[src/rtl/dp_ctrl_pkg.sv]
// Shared types and width helpers for the serial datapath burst controller.
package dp_ctrl_pkg;

    typedef enum logic [1:0] {
        IDLE = 2'd0,
        RUN  = 2'd1,
        DONE = 2'd2
    } dp_state_e;

    localparam int DP_LAT_DEFAULT = 21;

    function automatic int dp_len_w(input int max_len);
        return $clog2(max_len + 1);
    endfunction

    function automatic int dp_cnt_w(input int max_len, input int lat);
        return $clog2(max_len + lat + 1);
    endfunction

endpackage

[src/rtl/dp_serdes.sv]
// Serialiser/deserialiser for the 1-bit chain: registered drive mux and
// indexed capture register, both steered by the burst counter.
module dp_serdes
    import dp_ctrl_pkg::*;
#(
    parameter int MAX_LEN = 32,
    parameter int LAT     = DP_LAT_DEFAULT,
    localparam int LEN_W  = dp_len_w(MAX_LEN),
    localparam int CNT_W  = dp_cnt_w(MAX_LEN, LAT)
) (
    input  logic               clk,
    input  logic               rst,
    input  logic               start,
    input  logic [LEN_W-1:0]   start_len,
    input  logic [MAX_LEN-1:0] start_pattern,
    input  logic               run,
    input  logic [CNT_W-1:0]   cnt,
    input  logic [LEN_W-1:0]   len,
    input  logic [MAX_LEN-1:0] pattern,
    input  logic               dp_out,
    output logic               dp_in,
    output logic [MAX_LEN-1:0] res_data
);

    localparam int CMP_W = CNT_W + 1;

    logic               dp_in_d, dp_in_q;
    logic [MAX_LEN-1:0] res_data_d, res_data_q;
    logic [CMP_W-1:0]   nxt_idx, cap_idx, cnt_x, len_x;
    logic               drv_en, cap_en;

    // dp_in is registered, so the mux looks one bit ahead of cnt.
    always_comb begin
        cnt_x   = CMP_W'(cnt);
        len_x   = CMP_W'(len);
        nxt_idx = cnt_x + CMP_W'(1);
        cap_idx = cnt_x - CMP_W'(LAT);
        drv_en  = nxt_idx < len_x;
        cap_en  = (cnt_x >= CMP_W'(LAT)) && (cnt_x < len_x + CMP_W'(LAT));

        dp_in_d = 1'b0;
        if (start) begin
            if (start_len != '0) begin
                dp_in_d = start_pattern[0];
            end
        end else if (run && drv_en) begin
            for (int i = 0; i < MAX_LEN; i++) begin
                if (nxt_idx == CMP_W'(i)) begin
                    dp_in_d = pattern[i];
                end
            end
        end

        res_data_d = res_data_q;
        if (start) begin
            res_data_d = '0;
        end else if (run && cap_en) begin
            for (int i = 0; i < MAX_LEN; i++) begin
                if (cap_idx == CMP_W'(i)) begin
                    res_data_d[i] = dp_out;
                end
            end
        end
    end

    always_ff @(posedge clk) begin
        if (rst) begin
            dp_in_q    <= 1'b0;
            res_data_q <= '0;
        end else begin
            dp_in_q    <= dp_in_d;
            res_data_q <= res_data_d;
        end
    end

    assign dp_in    = dp_in_q;
    assign res_data = res_data_q;

endmodule

[src/rtl/dp_burst_ctrl.sv]
// Burst sequencer: accepts a pattern/length command, plays it through the
// serial chain, and holds the returned word until the consumer takes it.
module dp_burst_ctrl
    import dp_ctrl_pkg::*;
#(
    parameter int MAX_LEN = 32,
    parameter int LAT     = DP_LAT_DEFAULT,
    localparam int LEN_W  = dp_len_w(MAX_LEN),
    localparam int CNT_W  = dp_cnt_w(MAX_LEN, LAT)
) (
    input  logic               clk,
    input  logic               rst,
    input  logic               cmd_valid,
    output logic               cmd_ready,
    input  logic [LEN_W-1:0]   cmd_len,
    input  logic [MAX_LEN-1:0] cmd_pattern,
    output logic               dp_in,
    input  logic               dp_out,
    output logic               res_valid,
    input  logic               res_ready,
    output logic [MAX_LEN-1:0] res_data,
    output logic               busy
);

    localparam int CMP_W = CNT_W + 1;

    dp_state_e          state_d, state_q;
    logic [CNT_W-1:0]   cnt_d, cnt_q;
    logic [LEN_W-1:0]   len_d, len_q, len_sat;
    logic [MAX_LEN-1:0] pattern_d, pattern_q;
    logic               accept, last;

    assign accept  = (state_q == IDLE) && cmd_valid;
    assign len_sat = (cmd_len > LEN_W'(MAX_LEN)) ? LEN_W'(MAX_LEN) : cmd_len;
    assign last    = CMP_W'(cnt_q) == CMP_W'(len_q) + CMP_W'(LAT - 1);

    always_ff @(posedge clk) begin
        if (rst) begin
            state_q <= IDLE;
        end else begin
            state_q <= state_d;
        end
    end

    always_comb begin
        state_d = state_q;
        case (state_q)
            IDLE: if (cmd_valid) state_d = (len_sat == '0) ? DONE : RUN;
            RUN:  if (last)      state_d = DONE;
            DONE: if (res_ready) state_d = IDLE;
            default:             state_d = IDLE;
        endcase
    end

    always_comb begin
        cmd_ready = (state_q == IDLE);
        busy      = (state_q != IDLE);
        res_valid = (state_q == DONE);
    end

    // Counter parks at its final value so it can never wrap.
    always_comb begin
        len_d     = len_q;
        pattern_d = pattern_q;
        cnt_d     = cnt_q;
        if (accept) begin
            len_d     = len_sat;
            pattern_d = cmd_pattern;
            cnt_d     = '0;
        end else if ((state_q == RUN) && !last) begin
            cnt_d = cnt_q + CNT_W'(1);
        end
    end

    always_ff @(posedge clk) begin
        if (rst) begin
            cnt_q     <= '0;
            len_q     <= '0;
            pattern_q <= '0;
        end else begin
            cnt_q     <= cnt_d;
            len_q     <= len_d;
            pattern_q <= pattern_d;
        end
    end

    dp_serdes #(
        .MAX_LEN (MAX_LEN),
        .LAT     (LAT)
    ) u_serdes (
        .clk           (clk),
        .rst           (rst),
        .start         (accept),
        .start_len     (len_sat),
        .start_pattern (cmd_pattern),
        .run           (state_q == RUN),
        .cnt           (cnt_q),
        .len           (len_q),
        .pattern       (pattern_q),
        .dp_out        (dp_out),
        .dp_in         (dp_in),
        .res_data      (res_data)
    );

endmodule

[config.mk]
export PLATFORM = sky130hd
export DESIGN_NAME = dp_burst_ctrl
export DESIGN_NICKNAME = d
export VERILOG_FILES = /design/src/rtl/dp_ctrl_pkg.sv /design/src/rtl/dp_serdes.sv /design/src/rtl/dp_burst_ctrl.sv
export SDC_FILE = /design/constraint.sdc
export NUM_CORES = 1
export LEC_CHECK = 0
export BUFFER_PORTS_ARGS = -buffer_cell sky130_fd_sc_hd__buf_2
export CAP_MARGIN = 10
export CORE_MARGIN = 2
export CORE_UTILIZATION = 60
export CTS_CLUSTER_SIZE = 10
export DETAILED_ROUTE_END_ITERATION = 16
export HOLD_SLACK_MARGIN = 0.02
export PLACE_DENSITY = 0.84
export SKIP_LAST_GASP = 1
export SLEW_MARGIN = 15
export SYNTH_ARGS = -nofsm -noshare
export SYNTH_HDL_FRONTEND = slang
export SYNTH_SLANG_ARGS = --single-unit
[constraint.sdc]
create_clock -name clk -period 4 [get_ports clk]
set_clock_uncertainty 0.1 [all_clocks]
set_input_delay 0.2 -clock clk [delete_from_list [all_inputs] [get_ports clk]]
set_output_delay 0.2 -clock clk [all_outputs]
set_load 0.005 [all_outputs]
==> impl_metrics.csv <==
group,metric,value,unit
logic_synthesis,synth.top_cells.by_count,"sky130_fd_sc_hd__nand2_1, sky130_fd_sc_hd__dfxtp_1, sky130_fd_sc_hd__a21oi_1, sky130_fd_sc_hd__nand3_1, sky130_fd_sc_hd__mux2i_1",
global_route,initial_antenna_violation_count,0,
logic_synthesis,synth_cells,612,
clock_tree,clock_insertion_delay_worst_skew,360,ps
floorplanning,die_boundary_width,92.7,µm
clock_tree,clock_tree.buffer_depth,2,
logic_synthesis,yosys.area.top_type,"sky130_fd_sc_hd__dfxtp_1",
clock_tree,cts-root-buf,"sky130_fd_sc_hd__clkbuf_8",
logic_synthesis,synth.mux.area_fraction,7.21,%
setup_path,r2r_end,"u_serdes.dp_in$_SDFF_PP0_",
floorplanning,design.die.area,8590,µm²
sta,fin_setup_tns,0,ps
routing,first_pass_iters,6,
clock_tree,clock_tree_from_tritoncts,"done",
placed_design,gpl.final_weighted_congestion,0.989,
setup_path,path_max_fanout,14,
outcome,run_status,"complete, no violations",
logic_synthesis,post-synth-top-count-cell,"sky130_fd_sc_hd__nand2_1",
power_and_ir_drop,p_per_area,319,nW/µm²
worst_hold_path,hold_end,"len_q[3]$_SDFFE_PP0P_",
sta,worst_slew_pin_slew,1070,ps
logic_synthesis,synth_top_cell_area_share,33.5,%
sta,layout_worst_path_cycle_share,78.1,%
logic_synthesis,syn_area,4720,µm²
routing,final_antenna_net_count,0,
setup_path,worstReg2RegStart,"cnt_q[1]$_SDFFE_PP0P_",
clock_tree,worst_setup_hold_path_clk_slew,90,ps
power_and_ir_drop,static-leakage-power,0.00249,µW
layout,diodes,0,
worst_hold_path,hold_path_startpoint,"cmd_len[3]",
clock_tree,post_cts_resize_count,0,
sta,final_max_slew_viol_count,0,
power_and_ir_drop,power_consumption,1820,µW
power_and_ir_drop,power.ir.vdd_worst,250,µV
sta,grt_setup_unrepaired,"false",
logic_synthesis,synth_xor_area_share,3.90,%
floorplanning,die_h,92.7,µm
clock_tree,cts_inserted_buffers,9,
routing,wirelength,12900,µm
layout,drive_above_1_share,15.6,%
logic_synthesis,proportion_of_register_bits_with_asynchronous_set_or_reset_after_synthesis,0,%
placed_design,cell_count_post_placement,754,
layout,finish.net_count,764,
logic_synthesis,synth-adder-area-share,5.83,%
logic_synthesis,simple_logic_cell_fraction_of_the_synthesized_area,27.2,%
clock_tree,h-tree-depth,3,
layout,ff_latch_area,1580,µm²
logic_synthesis,combinational_family_with_the_most_area_after_synthesis,"simple AND/OR/NAND/NOR gates",
routing,routed-via-count,4724,
logic_synthesis,synthesis.yosys.warnings,0,
logic_synthesis,mappedNetlistNets,677,
sta,slew-limit-headroom,28.6,%
global_route,grt.total_usage,30.3,%
clock_tree,post-cts-setup-buffer-count,0,
layout,layout-area-overhead-vs-synth,20.5,%
placed_design,dp.final_hpwl,8540,µm
sta,setup_viol,0,
routing,drt-initial-drc-count,330,
setup_path,worstPathArrival,3330,ps
logic_synthesis,synth.ff_latch_count,79,
floorplanning,core_area,7690,µm²
flow_run,max-cap-violations,0,
routing,drc_errors,0,
placed_design,io_buffer_count,78,
worst_hold_path,whs_path_depth,3,
setup_path,ff2ff_setup_slack,870,ps
global_route,wire_length_of_the_first_global_routing_pass,21100,µm
logic_synthesis,number_of_enable_type_register_cells_in_the_synthesized_netlist,0,
floorplanning,starting_density_of_the_core,61.4,%
layout,n_fill_cell,615,
global_route,grt_remaining_overflow,0,
sta,fmaxAchievable,320,MHz
global_route,largest_net_degree_at_the_start_of_global_routing,44,
setup_path,startpoint_type,"register",
sta,final_hold_viol_count,0,
logic_synthesis,ys.flop_type,"sky130_fd_sc_hd__dfxtp_1",
setup_path,timing.setup.critical_path_class,"register to register",
global_route,first_global_vias,4420,
logic_synthesis,ys_top_cells_by_area,"sky130_fd_sc_hd__dfxtp_1, sky130_fd_sc_hd__nand2_1, sky130_fd_sc_hd__mux2i_1",
setup_path,required_time_of_the_critical_path,4200,ps
setup_path,setup.worst_path.end_class,"register",
layout,area_of_the_multi_input_gates,2890,µm²
logic_synthesis,yosysUniqueCellTypes,61,
logic_synthesis,synth-compound-area-share,17.0,%
routing,routed_wire_length_per_instance,16.0,µm
logic_synthesis,synth.yosys.seq_area_share,33.5,%
worst_hold_path,timing.hold.worst.class,"input pin to register",
routing,via_per_inst,5.86,
logic_synthesis,syn-mean-instance-area,7.71,µm²
sta,finalCriticalPeriod,3130,ps
layout,fin_cells,806,
clock_tree,cts_num_sinks,79,
floorplanning,core.rowCount,32,
setup_path,timing.reg2reg.worst_path_depth,9,
floorplanning,io-pin-count,79,
==> how the worst max path moves through the flow <==
stage / from / to / slack (ps) / depth (start not counted)
2_1_floorplan: cnt_q[0]$_SDFFE_PP0P_ / u_serdes.dp_in$_SDFF_PP0_ / 1530 / 10
3_3_place_gp: cnt_q[1]$_SDFFE_PP0P_ / u_serdes.dp_in$_SDFF_PP0_ / 1010 / 8
3_5_place_dp: cnt_q[1]$_SDFFE_PP0P_ / u_serdes.dp_in$_SDFF_PP0_ / 910 / 9
4_1_cts: cnt_q[1]$_SDFFE_PP0P_ / u_serdes.dp_in$_SDFF_PP0_ / 890 / 9
5_1_grt: cnt_q[0]$_SDFFE_PP0P_ / u_serdes.dp_in$_SDFF_PP0_ / 670 / 9
6_report: cnt_q[1]$_SDFFE_PP0P_ / u_serdes.dp_in$_SDFF_PP0_ / 870 / 9
==> per-stage QoR <==
step	hold slack [ps]	area [µm²]	util [%]	worst slack [ps]
3_3_place_gp	341	5100	66.3	1010
2_1_floorplan	236	4720	-	1530
4_1_cts	22.7	5690	74.0	894
3_5_place_dp	346	5100	66.3	914
5_1_grt	35.2	5690	74.0	670
6_report	31.8	5690	74.0	875
==> cell usage in the layout, fill, tap and decap left out, types with 14 or more instances in the layout <==
master	netlist	layout
sky130_fd_sc_hd__nand2_1	132	132
sky130_fd_sc_hd__dfxtp_1	79	79
sky130_fd_sc_hd__buf_2	11	78
sky130_fd_sc_hd__a21oi_1	55	55
sky130_fd_sc_hd__nand3_1	39	39
sky130_fd_sc_hd__dlygate4sd3_1	0	36
sky130_fd_sc_hd__mux2i_1	34	34
sky130_fd_sc_hd__nor2_1	31	30
sky130_fd_sc_hd__ha_1	22	22
sky130_fd_sc_hd__inv_1	17	17
sky130_fd_sc_hd__xnor2_1	15	15
sky130_fd_sc_hd__o21ai_0	14	14
==> sequential cells by signal (all words and copies together), names as in the netlist <==
register / count
u_serdes.res_data: 32
cnt_q: 6
u_serdes.dp_in: 1
len_q: 6
pattern_q: 32
state_q: 2
==> power breakdown <==
group	internal (µW)	total, µW	switching [µW]
clock network	359	684	325
logic	117	286	169
registers	817	846	28.9
total	1290	1820	523
==> kinds of logic after synthesis <==
kind of cell | after synthesis
and+or+nand+nor | 272
AOI/OAI and AO/OA | 123
DFF | 79
buffers and inverters | 61
muxes | 34
adders and majority gates | 22
xor gates and xnor gates | 21
==> repair_timing <==
action,CTS,global route
hold endpoints to repair,36,0
hold buffers,36,0
setup endpoints to repair,0,0
==> layer usage <==
layer / global-route usage [%] / wire [µm]
met1: 37.5 / 5420
met4: 11.0 / 217
met3: 4.07 / 731
met5: 0 / 0
met2: 53.7 / 6500
==> area by class of cell <==
type | count | share of cell area, %
sequential | 79 | 27.8
clock inverter | 7 | 1.80
tap | 102 | 2.24
multi-input combinational | 472 | 50.8
inverter | 17 | 1.12
timing repair buffer | 120 | 14.0
clock buffer | 9 | 2.18
==> worst max-delay path: stages (launching register included) <==
cell and delay (ps):
sky130_fd_sc_hd__dfxtp_1 600, sky130_fd_sc_hd__ha_1 530, sky130_fd_sc_hd__buf_4 260, sky130_fd_sc_hd__and3_1 280
sky130_fd_sc_hd__mux2i_1 100, sky130_fd_sc_hd__or4b_1 550, sky130_fd_sc_hd__a311oi_1 300, sky130_fd_sc_hd__o21ba_1 150
sky130_fd_sc_hd__nor3_1 50, sky130_fd_sc_hd__o211ai_2 160
(Power assumes the default switching activity.)
